<file path="config.mk">
export PLATFORM = sky130hd
export DESIGN_NAME = shift_register_universal
export DESIGN_NICKNAME = d
export VERILOG_FILES = /design/src/rtl/shift_register_universal.sv
export SDC_FILE = /design/constraint.sdc
export NUM_CORES = 1
export LEC_CHECK = 0
export CAP_MARGIN = 10
export CORE_MARGIN = 5
export CORE_UTILIZATION = 40
export CTS_CLUSTER_DIAMETER = 40
export DETAILED_ROUTE_END_ITERATION = 8
export GPL_TIMING_DRIVEN = 0
export HOLD_SLACK_MARGIN = 0.05
export PLACE_DENSITY = 0.74
export SYNTH_ARGS = -nofsm -noshare
export SYNTH_HDL_FRONTEND = slang
export SYNTH_SLANG_ARGS = --single-unit
</file>
<file path="constraint.sdc">
create_clock -name clockpulse -period 2.65 [get_ports clockpulse]
set_input_delay 0.265 -clock clockpulse [delete_from_list [all_inputs] [get_ports clockpulse]]
set_output_delay 0.265 -clock clockpulse [all_outputs]
set_load 0.02 [all_outputs]
</file>
<file path="src/rtl/shift_register_universal.sv">
// ---------------------------------------------------------------------------
// shift_register_universal
//   Parametrised universal shift register with a counted burst sequencer.
//   Modes: 000 hold, 001 shift right, 010 shift left, 011 rotate right,
//   100 rotate left, 101-111 hold.
//   Optional feature macro: SHIFTREG_ROTATE_EN. When it is undefined, codes
//   011/100 hold and no wrap-around path exists.
//
// Parameters
//   WIDTH        register width (>= 2)
//   COUNT_WIDTH  width of the burst step count
// Ports
//   clockpulse       clock, rising edge
//   notclear         async active-low reset
//   mode[2:0]        operation code (live in IDLE/DONE, captured in BUSY)
//   serialInput      bit entering out[WIDTH-1] on a right shift
//   serialInputLeft  bit entering out[0] on a left shift
//   enablePreset     synchronous parallel load, highest priority, aborts burst
//   preset           parallel load value
//   start            request a burst of 'count' steps (accepted in IDLE only)
//   count            burst step count
//   out / notout     register contents and complement
//   busy / done      burst in progress / one-cycle completion pulse
// ---------------------------------------------------------------------------
module shift_register_universal #(
    parameter int WIDTH       = 6,
    parameter int COUNT_WIDTH = 3
) (
    input  logic                   clockpulse,
    input  logic                   notclear,
    input  logic [2:0]             mode,
    input  logic                   serialInput,
    input  logic                   serialInputLeft,
    input  logic                   enablePreset,
    input  logic [WIDTH-1:0]       preset,
    input  logic                   start,
    input  logic [COUNT_WIDTH-1:0] count,
    output logic [WIDTH-1:0]       out,
    output logic [WIDTH-1:0]       notout,
    output logic                   busy,
    output logic                   done
);

    typedef enum logic [1:0] {
        IDLE = 2'd0,
        BUSY = 2'd1,
        DONE = 2'd2
    } state_t;

    state_t                 state_q, state_n;
    logic [WIDTH-1:0]       data_q, data_n;
    logic [COUNT_WIDTH-1:0] cnt_q, cnt_n;
    logic [2:0]             cmode_q, cmode_n;

    // One register step for a given mode code.
    function automatic logic [WIDTH-1:0] step_fn(
        input logic [2:0]       m,
        input logic [WIDTH-1:0] v,
        input logic             sr,
        input logic             sl
    );
        logic [WIDTH-1:0] r;
        r = v;
        case (m)
            3'b001:  r = {sr, v[WIDTH-1:1]};
            3'b010:  r = {v[WIDTH-2:0], sl};
`ifdef SHIFTREG_ROTATE_EN
            3'b011:  r = {v[0], v[WIDTH-1:1]};
            3'b100:  r = {v[WIDTH-2:0], v[WIDTH-1]};
`endif
            default: r = v;
        endcase
        return r;
    endfunction

    always_comb begin
        state_n = state_q;
        data_n  = data_q;
        cnt_n   = cnt_q;
        cmode_n = cmode_q;
        if (enablePreset) begin
            // Parallel load wins and silently abandons any burst.
            data_n  = preset;
            state_n = IDLE;
        end else begin
            case (state_q)
                IDLE: begin
                    if (start) begin
                        // Capture edge: no shift happens here.
                        cmode_n = mode;
                        cnt_n   = count;
                        state_n = (count != '0) ? BUSY : DONE;
                    end else begin
                        data_n = step_fn(mode, data_q, serialInput, serialInputLeft);
                    end
                end
                BUSY: begin
                    data_n = step_fn(cmode_q, data_q, serialInput, serialInputLeft);
                    cnt_n  = cnt_q - COUNT_WIDTH'(1);
                    if (cnt_q == COUNT_WIDTH'(1))
                        state_n = DONE;
                end
                DONE: begin
                    // Behaves like IDLE without accepting start.
                    data_n  = step_fn(mode, data_q, serialInput, serialInputLeft);
                    state_n = IDLE;
                end
                default: state_n = IDLE;
            endcase
        end
    end

    always_ff @(posedge clockpulse or negedge notclear) begin
        if (!notclear) begin
            state_q <= IDLE;
            data_q  <= '0;
            cnt_q   <= '0;
            cmode_q <= '0;
        end else begin
            state_q <= state_n;
            data_q  <= data_n;
            cnt_q   <= cnt_n;
            cmode_q <= cmode_n;
        end
    end

    assign out    = data_q;
    assign notout = ~data_q;
    assign busy   = (state_q == BUSY);
    assign done   = (state_q == DONE);

endmodule

</file>
==> reports/results.txt <==
The core region is 2000 µm². Static timing analysis puts the maximum clock frequency at 0.507 GHz. Category of the worst setup path launch point: a register.

For the overall routing resource usage, the log shows 0.126. After synthesis, the mean cell area works out to 9.45 µm². The logs give 0.591 for the headroom to the max-slew limit and 29 for the number of distinct library cells after synthesis. For this block, the initial DRC count from the detailed router was 37.

The detail route stage leaves a number of antenna-violating nets equal to 0. Buffers inserted during post-CTS setup optimization: 0. The worst register-to-register path has a depth of 6. Setup violations remaining at the end of the flow were counted as 0. The wire length of the first global-routing pass is 3080 µm. Worst min-delay path class: primary input to async pin. Via count of the first global-routing pass: 655. The clock reaches the later pin of the worst-skew pair after 0.28 ns. Measured along the x axis, the die boundary spans 56.1 µm.

The average routed wire per standard cell works out to 12.5 µm. The total wire length was 1890 µm; the post-synthesis register bit count was 14. Between clock sinks in the finished design, the worst skew comes to 0.00225 ns. Detailed placement finished with a half-perimeter wire length of 1570 µm.

The run gives 0 as the DRC violation count after routing. The port buffer count is 31, and the post-cts gate resize count is 0. By instance count, the leading cell after synthesis is dfrtp_1.

For the CTS sink count, the log shows 14. The number of nets handed over by synthesis was 110. The synthesized design contains 0 enable-type register cells. The number of antenna violations at the first check in global routing is 0.

The final critical delay including setup and external delays is 1.97 ns. STA classifies the critical path endpoint as an output port. Setup repair after global routing left no endpoint under its margin. The flow ran to the end, and the final reports show no timing, DRC or antenna violations. The final critical-path share of the clock period was 0.745. Dividing the detail-routed via count by the number of cells gives 4.99. The slew at the pin closest to its max-slew limit was 0.607 ns. TritonCTS built the clock tree.

Summed instance area of the synthesized netlist: 851 µm². The required time of the critical path was 2.38 ns. The critical path is of the register to output port type. For this design the top-level I/O count stands at 32.

The buffer depth of the longest clock path is 2. In the synthesized netlist the dominant register cell turns out to be dfrtp_1. Measured along the y axis, the die boundary spans 56.1 µm.

The number of hold buffers added after CTS was 0. The run gives 386 µV as the peak supply drop. Cell type of the slowest stage on the worst timing path: clkdlybuf4s50_1. Relative to the synthesized area, the layout overhead comes to 44.7%.

For this run, the detailed router's first-pass iteration total came to 4. The floorplan has 16 rows. The starting density of the core came out at 0.425.

The portion of the post-synthesis area used by sequential elements is 0.412. The tools report the worst slack on hold paths as 0.368 ns. Yosys attributes the largest share of cell area to dfrtp_1, a222oi_1, inv_1, nor2_1, a21oi_2. In this run the power density over the cells is 705 nW/µm². The critical path goes through nand2b_1, buf_6, inv_1, clkdlybuf4s50_1. Along the worst path, the maximum fanout reaches 10. The full die area is 3150 µm², and the count of inserted antenna diode cells is 0.

Clock tree root driver cell: clkbuf_4. The run gives 3 as the total clock buffers created by CTS. The max-slew violation count came out at 0. Summed over all instances, the cell type with the most area after synthesis is dfrtp_1. The detailed router placed 758 vias in this run. Adding up every negative setup slack in the final design gives 0 ns. The design draws 868 µW. The pin count of the biggest net entering global routing was 15; the biggest cell delay along the critical path was 0.61 ns. The maximum level of the CTS H-tree was 1.

For this run, the number of Yosys warnings is 0. The area share of the largest cell type after synthesis is 0.412. The cell count after synthesis came out at 90. The congestion estimate from routability-driven global placement came to 0.783. The commonest cells after synthesis are dfrtp_1, inv_1, nor2_1, o21ai_0. The tools report the arrival time at the worst endpoint as 1.71 ns. The number of violations of the max-capacitance limit was 0; the clock input transition at the sequential cells of the worst setup and hold paths was 0.08 ns. The final-report hold violation count came out at 0. The fraction of registers with async set or reset after synthesis came out at 1.00. After global routing the overflow that remains totals 0.

The net count reported at finish was 146. The analysis attributes to cell leakage a power of 0.532 nW. The share of layout cells above drive strength 1 was 0.144.
[metrics by stage]
stage	instance area (µm²)	setup WS [ns]	util	std cells
after floorplan	851	1.10	-	90
after global placement	1190	0.652	0.597	148
after detailed placement	1190	0.647	0.597	148
after CTS	1230	0.659	0.615	152
after global routing	1230	0.612	0.615	152
final	1230	0.677	0.615	152
[final timing paths]
kind                                     endpoint                    from  slack, ns
setup / recovery                             busy  state_q[1]$_DFFE_PN0P_       0.68
hold / removal               cnt_q[0]$_DFFE_PN0P_                notclear       0.37
setup reg to reg               out[1]$_DFFE_PN0P_  state_q[0]$_DFFE_PN0P_       1.00
hold reg to reg            state_q[1]$_DFFE_PN0P_  state_q[1]$_DFFE_PN0P_       0.48
max in group asynchronous      out[2]$_DFFE_PN0P_                notclear       1.89
min in group clockpulse    state_q[1]$_DFFE_PN0P_  state_q[1]$_DFFE_PN0P_       0.48
[worst max-delay path: cells and delay by family, from the launching register on]
| family | cells | cell delay [ns] |
|---|---|---|
| buf+inv | 3 | 0.86 |
| flops | 1 | 0.41 |
| simple gates | 1 | 0.16 |
[state kept, by name, summed over array words and instances, names as in the netlist]
name     count
state_q      2
out          6
cmode_q      3
cnt_q        3
[report_power, final]
group,switching [mW],internal (mW),total [mW]
Combinational,0.194,0.204,0.398
Sequential,0.0539,0.266,0.320
Clock,0.0662,0.0835,0.150
[cells by family after synthesis]
| group | share of synthesized area |
|---|---|
| flip-flops | 0.412 |
| multiplexers | 0.0515 |
| buffers and inverters | 0.0794 |
| adder cells (fa/ha/maj) | 0.0294 |
| AO/OA/AOI/OAI | 0.235 |
| XOR/XNOR | 0.0206 |
| AND/OR/NAND/NOR | 0.172 |
[metal layers]
layer,up-vias,part of all wire,track usage
met5,-,0,0
met4,0,0.015,0.0508
met3,2,0.060,0.0464
met2,25,0.48,0.194
met1,341,0.44,0.158
li1,390,-,-
[cells in the final DEF, fill, tap and decap left out, drive strengths merged]
master         netlist  layout
mux2i                1       1
a21boi               1       1
a31oi                1       1
dfrtp               14      14
nor2                11      11
clkdlybuf4s50        0      31
nand2                4       4
nor3b                2       2
and2b                2       2
nand2b               2       2
inv                 11      11
ha                   2       2
a21oi               10      10
nor3                 3       3
a32oi                1       1
and2                 1       1
a2bb2oi              1       1
o21ai                6       6
clkbuf               1       5
a222oi               5       5
xnor2                1       1
buf                  2       2
xor2                 1       1
or3                  2       2
mux2                 3       3
and3                 1       1
o31ai                1       1
[final cells by class]
type                       count  area, µm²
fill                         187        771
multi-input combinational     62        433
sequential                    14        350
timing repair buffer          31        310
inverter                      11       41.3
clock buffer                   4       36.3
tap                           27       33.8
buffer                         3       26.3
No activity file was read; power rests on OpenSTA's default activity.
